<file path="src/rtl/envelope_vca.sv">
// Voice VCA: slew-limited envelope times signed sample, rounded and saturated,
// three-stage pipeline with a voice-activity flag for the allocator.
module envelope_vca #(
  parameter int               SAMPLE_W  = 16,
  parameter int               ENV_W     = 16,
  parameter logic [ENV_W-1:0] SLEW_STEP = 16'h0100
) (
  input  logic                clk_in,
  input  logic                rst_n_in,
  input  logic [SAMPLE_W-1:0] sample_in,
  input  logic                sample_valid_in,
  input  logic [ENV_W-1:0]    envelope_in,
  input  logic                env_idle_in,
  input  logic                mute_in,
  output logic [SAMPLE_W-1:0] sample_out,
  output logic                sample_valid_out,
  output logic                active_out
);

  localparam int PROD_W = SAMPLE_W + ENV_W + 1;
  localparam logic signed [PROD_W-1:0] ROUND_BIAS = PROD_W'(64'sd1 <<< (ENV_W - 1));
  localparam logic signed [PROD_W-1:0] SAT_MAX    = PROD_W'((64'sd1 <<< (SAMPLE_W - 1)) - 64'sd1);
  localparam logic signed [PROD_W-1:0] SAT_MIN    = ~SAT_MAX;

  logic signed [SAMPLE_W-1:0] s1_sample_reg;
  logic                       s1_valid_reg;
  logic [ENV_W-1:0]           env_s_reg;
  logic [ENV_W-1:0]           env_s_next;
  logic signed [PROD_W-1:0]   prod_reg;
  logic signed [PROD_W-1:0]   prod_next;
  logic                       s2_valid_reg;
  logic [SAMPLE_W-1:0]        sample_out_reg;
  logic [SAMPLE_W-1:0]        sat_next;
  logic                       valid_out_reg;
  logic                       active_reg;
  logic                       active_next;

  logic [ENV_W-1:0]         target;
  logic [ENV_W:0]           target_ext;
  logic [ENV_W:0]           env_ext;
  logic [ENV_W:0]           step_ext;
  logic signed [ENV_W:0]    env_signed;
  logic signed [PROD_W-1:0] rounded;
  logic signed [PROD_W-1:0] shifted;

  // Slew limiter; the 17-bit compares keep env_s +/- step from wrapping.
  always_comb begin
    target     = mute_in ? '0 : envelope_in;
    target_ext = {1'b0, target};
    env_ext    = {1'b0, env_s_reg};
    step_ext   = {1'b0, SLEW_STEP};
    env_s_next = target;
    if (target_ext > env_ext + step_ext) begin
      env_s_next = env_s_reg + SLEW_STEP;
    end else if (target_ext + step_ext < env_ext) begin
      env_s_next = env_s_reg - SLEW_STEP;
    end
  end

  assign env_signed = {1'b0, env_s_reg};
  assign prod_next  = PROD_W'(s1_sample_reg) * PROD_W'(env_signed);

  // Round half up, then clamp into the signed sample range.
  always_comb begin
    rounded  = prod_reg + ROUND_BIAS;
    shifted  = rounded >>> ENV_W;
    sat_next = shifted[SAMPLE_W-1:0];
    if (shifted > SAT_MAX) begin
      sat_next = SAT_MAX[SAMPLE_W-1:0];
    end else if (shifted < SAT_MIN) begin
      sat_next = SAT_MIN[SAMPLE_W-1:0];
    end
  end

  assign active_next = !((env_s_reg == '0) && env_idle_in &&
                         !s1_valid_reg && !s2_valid_reg && !valid_out_reg);

  always_ff @(posedge clk_in or negedge rst_n_in) begin
    if (!rst_n_in) begin
      s1_sample_reg  <= '0;
      s1_valid_reg   <= 1'b0;
      env_s_reg      <= '0;
      prod_reg       <= '0;
      s2_valid_reg   <= 1'b0;
      sample_out_reg <= '0;
      valid_out_reg  <= 1'b0;
      active_reg     <= 1'b0;
    end else begin
      s1_valid_reg <= sample_valid_in;
      if (sample_valid_in) begin
        s1_sample_reg <= sample_in;
        env_s_reg     <= env_s_next;
      end
      s2_valid_reg <= s1_valid_reg;
      if (s1_valid_reg) begin
        prod_reg <= prod_next;
      end
      valid_out_reg <= s2_valid_reg;
      if (s2_valid_reg) begin
        sample_out_reg <= sat_next;
      end
      active_reg <= active_next;
    end
  end

  assign sample_out       = sample_out_reg;
  assign sample_valid_out = valid_out_reg;
  assign active_out       = active_reg;

endmodule
</file>
<file path="config.mk">
export PLATFORM = sky130hd
export DESIGN_NAME = envelope_vca
export DESIGN_NICKNAME = d
export VERILOG_FILES = /design/src/rtl/envelope_vca.sv
export SDC_FILE = /design/constraint.sdc
export NUM_CORES = 1
export LEC_CHECK = 0
export CAP_MARGIN = 10
export CORE_ASPECT_RATIO = 0.6
export CORE_MARGIN = 2
export CORE_UTILIZATION = 45
export CTS_CLUSTER_SIZE = 25
export DETAILED_ROUTE_END_ITERATION = 16
export GPL_TIMING_DRIVEN = 0
export SYNTH_ARGS = -nofsm -noshare
export SYNTH_HDL_FRONTEND = slang
export SYNTH_SLANG_ARGS = --single-unit
</file>
<file path="constraint.sdc">
create_clock -name clk_in -period 5.85 [get_ports clk_in]
set_input_delay 1.17 -clock clk_in [delete_from_list [all_inputs] [get_ports clk_in]]
set_output_delay 1.17 -clock clk_in [all_outputs]
set_load 0.01 [all_outputs]
</file>
; After elaboration in Yosys (flattened, before gate mapping)
; Index checks and enable logic that the tools add are counted.
[op_classes]
addsub = 5
n_mul = 1
magnitude_cmp = 4
n_mux = 5
n_reduce_logical = 9
[ops]
columns = op, n
row1 = 2-to-1 mux 16 bit, 5
row2 = "adder 16 x 9 -> 17 bit, second input constant", 2
row3 = "adder 33 x 17 -> 33 bit, second input constant", 1
row4 = multiplier 16 x 17 -> 33 bit, 1
row5 = > comparator 16 x 17 -> 1 bit, 1
row6 = "> comparator 17 x 16 -> 1 bit, second input constant", 1
row7 = < comparator 17 x 16 -> 1 bit, 1
row8 = "< comparator 17 x 16 -> 1 bit, second input constant", 1
row9 = "adder 16 x 9 -> 16 bit, second input constant", 1
row10 = zero test 16 bit, 1
row11 = "subtractor 16 x 9 -> 16 bit, second input constant", 1
row12 = logical AND 1 bit, 4
row13 = zero test 1 bit, 4
[word_totals]
register_bits = 85
inputBits = 37
output_inout_bits = 18
wordCells = 32

; Depth between registers and ports, before layout
[depth]
depth_word = 6
ltp_mapped = 23
mapped_depth_nobuf = 21

; Worst setup path before layout
; OpenSTA, ideal clock, no wires.
[synth_timing]
kind = reg-to-reg
start = reg env_s_reg[9]
end = reg prod_reg[24]
setup_time_ns = 0.125
arrival_time_ns = 6.188
t_required_ns = 5.725
path_slack_ns = -0.463
path_stages_with_launch = 22
path_buffers = 2
period_less_slack_ns = 6.313
path_cell_list = dfrtp_1 > clkbuf_1 > clkbuf_1 > nand2_1 > fa_1 > fa_1 > inv_1 > fa_1 > fa_1 > fa_1 > inv_1 > fa_1 > inv_1 > ha_1 > a21o_1 > a21o_1 > a21o_1 > o21a_1 > a311o_2 > a31o_1 > xor2_1 > mux2_2
[synth_via]
elab_chain_cells = 1
[synth_rtl]
columns = element, line
row1 = from (decl), 27  ; logic [ENV_W-1:0] env_s_reg;
row2 = from (signal assigned), 92  ; env_s_reg <= env_s_next;
row3 = multiplier 16 x 17 -> 33 bit, 61  ; assign prod_next = PROD_W'(s1_sample_reg) * PROD_W'(env_signed);
row4 = to (signal assigned), 96  ; prod_reg <= prod_next;
row5 = to (decl), 29  ; logic signed [PROD_W-1:0] prod_reg;
; No other way between the ends.
; A chain may end at the register's enable or synchronous reset.

; Worst setup path after layout
[layout_timing]
start = reg env_s_reg[11]
end = reg prod_reg[24]
; The elaborated chain is that of the path after synthesis.

==> results.ini <==
[logic_synthesis]
synthSimpleGateAreaFrac=0.173
synth_top_area_share=0.308
syn_nets=1750
syn_avg_cell_area_um2=9.16
ys_types=68
ys_ff_latch=70
synth_compound_area_frac=0.0676
synth_edf_count=0
synthXorXnorAreaFrac=0.0321
ys.flop_type=dfrtp_1
netlist_area_um2=12600
synth_fa_ha_area_frac=0.455
synth_top_family_by_area=adder cells
synth_cells=1372
synth_seq_area_share=0.139
yosysTopAreaCell=fa_1
synth_area_leaders=fa_1, ha_1, dfrtp_1
synthMuxAreaShare=0.0360
synth_warnings=0
synth-async-reset-ratio=1.00

[critical_path]
worstRegToRegCells=23
cp.arrival_ns=6.38
r2r_setup_slack_ns=-0.29
crit_path_max_fanout=3
timing.rr.start=env_s_reg[11]
r2r-end=prod_reg[24]
criticalPathCategory=reg -> reg
cp-start-kind=register
critPathCaptureType=register
cp.required_ns=6.09

[final_layout]
multi_input_area_um2=10000
largest_reg_flops=18
drive_above_1_share=0.191
syn2layout_area_growth_pct=23.1
final_common_cell=inv_1
layout.cells.most_common_list=inv_1, fa_1, nand2_1, ha_1, and2_1
nNetsFinal=1896
n_fill_cell=2485
seqCellArea_um2=1780

[place]
place_hpwl_um=27300
place_congestion=0.898
port_buffers=54
place_ws_ns=-1.10

[hold_path]
hold_path.class=reg -> reg
worstHoldPathCells=0
min_from=s1_valid_reg
worstHoldEndpoint=s2_valid_reg

[timing]
fin_crit_ns=6.14
finClkSkew_ns=0.0132
rsz0062_at_grt=true
fmax_ghz=0.163
setup_viol_count_final=9
worst_slack_ns=-0.294
slew_violations=0
final_hold_viol_count=0
fin_crit_sh=1.05
slew_headroom=0.394
worst_pin_slew_ns=0.897

[outcome]
outcome=finished with violations
violations=setup timing

[job]
drv_cap=0

[die]
initial_core_util=0.456
ios=55
rows=47
die_h_um=133
die_area_um2=29300
die_w_um=220
core_um2=27500

[grt]
grt_first_pass_wirelength_um=55300
use_met2=0.336
antenna_found_initial=2
grtUsageMet3=0.0699
grt_max_degree=39
grtUsageMet1=0.399
grt_pass1_vias=9885
grt_usage=0.249
grt-busiest-layer=met1
grt-ovfl-total=0

[clocking]
clock_latency_ns=0.36
cts-root-buf=clkbuf_16
cts_buffer_depth=2
cts_buffers=9
htree_levels=3
cts_tree=yes
clock_sinks=70
hold_buffers=0
clk_pin_slew_ns=0.07

[drt]
wirelength_um=34900
wl_per_cell_um=18.5
first_pass_iters=6
drc=0
drt-initial-drc-count=816
vias=10023
ant_nets=0
viasPerCell=5.30

[worst max path at each step]
stage               depth (start not counted)  slack (ns)           end        startpoint
floorplan                                  22       0.002  prod_reg[24]     env_s_reg[10]
global placement                           21       -1.13  prod_reg[32]     env_s_reg[14]
detailed placement                         21       -1.10  prod_reg[32]     env_s_reg[14]
CTS                                        22       -0.17  prod_reg[32]  s1_sample_reg[6]
global route                               22       -0.41  prod_reg[24]     env_s_reg[12]
finish                                     23       -0.29  prod_reg[24]     env_s_reg[11]
[worst max-delay path: stages (launching register included)]
cell      delay (ns)
dfrtp_1         0.40
clkbuf_8        0.16
buf_12          0.12
and2_4          0.15
fa_1            0.53
inv_1           0.05
fa_1            0.56
fa_1            0.42
inv_1           0.08
fa_2            0.44
fa_1            0.51
inv_2           0.04
fa_1            0.47
inv_1           0.05
ha_2            0.17
a21o_1          0.18
a21o_1          0.16
a21o_1          0.16
o21a_1          0.20
buf_4           0.14
a311o_2         0.37
a31o_1          0.26
xor2_1          0.15
mux2_4          0.25
[area by class of cell]
| cell class | instances | share of cell area |
|---|---|---|
| multi-input combinational | 984 | 0.647 |
| sequential | 70 | 0.115 |
| timing repair buffer | 142 | 0.0848 |
| inverter | 252 | 0.0616 |
| buffer | 59 | 0.0432 |
| tap | 367 | 0.0297 |
| clock buffer | 9 | 0.0146 |
| clock inverter | 7 | 0.00404 |
| antenna | 1 | 0.000162 |
[routing by layer]
metal	wire (µm)	part of all wire	vias to the layer above
li1	-	-	4618
met1	17600	0.50	5034
met2	14000	0.40	341
met3	3020	0.087	28
met4	289	0.0083	2
met5	13	0.00037	-
[stage by stage]
| stage | hold WS, ns | instances | util | instance area (µm²) | TNS [ns] |
|---|---|---|---|---|---|
| floorplan | 0.353 | 1372 | - | 12700 | 0 |
| global placement | 0.388 | 1793 | 0.500 | 13700 | -14.57 |
| detailed placement | 0.383 | 1794 | 0.500 | 13800 | -14.45 |
| CTS | 0.395 | 1865 | 0.548 | 15100 | -0.399 |
| global route | 0.407 | 1890 | 0.562 | 15500 | -3.24 |
| finish | 0.396 | 1891 | 0.562 | 15500 | -1.11 |
[repair_timing]
item / CTS / global route
resized for setup: 139 / 56
endpoints found under the setup margin: 18 / 15
pin swaps: 72 / 55
buffers inserted: 60 / 27
[Yosys cell counts, drive strengths merged, types with 2 or more instances]
cell,count
a211oi,2
a21o,16
a21oi,58
a221o,2
a311o,2
a311oi,3
a31o,2
a31oi,2
a41oi,2
and2,119
and3,11
and4,4
buf,10
clkbuf,55
dfrtp,70
fa,193
ha,148
inv,251
mux2,33
mux2i,8
nand2,153
nand2b,10
nand3,23
nand3b,3
nand4,13
nand4b,4
nor2,41
nor2b,16
nor3,13
nor3b,3
nor4,5
nor4b,3
o211ai,9
o21ai,18
o311ai,2
o31ai,2
or3,3
xnor2,34
xor2,12
[cells by family after synthesis]
kind of cell    Yosys count
simple gates            425
fa+ha+maj               341
buf+inv                 318
compound gates          131
flops                    70
xor+xnor                 46
mux                      41
Power is not shown: default switching activity piles up to over one toggle a cycle in this logic, so the estimate is an artifact.
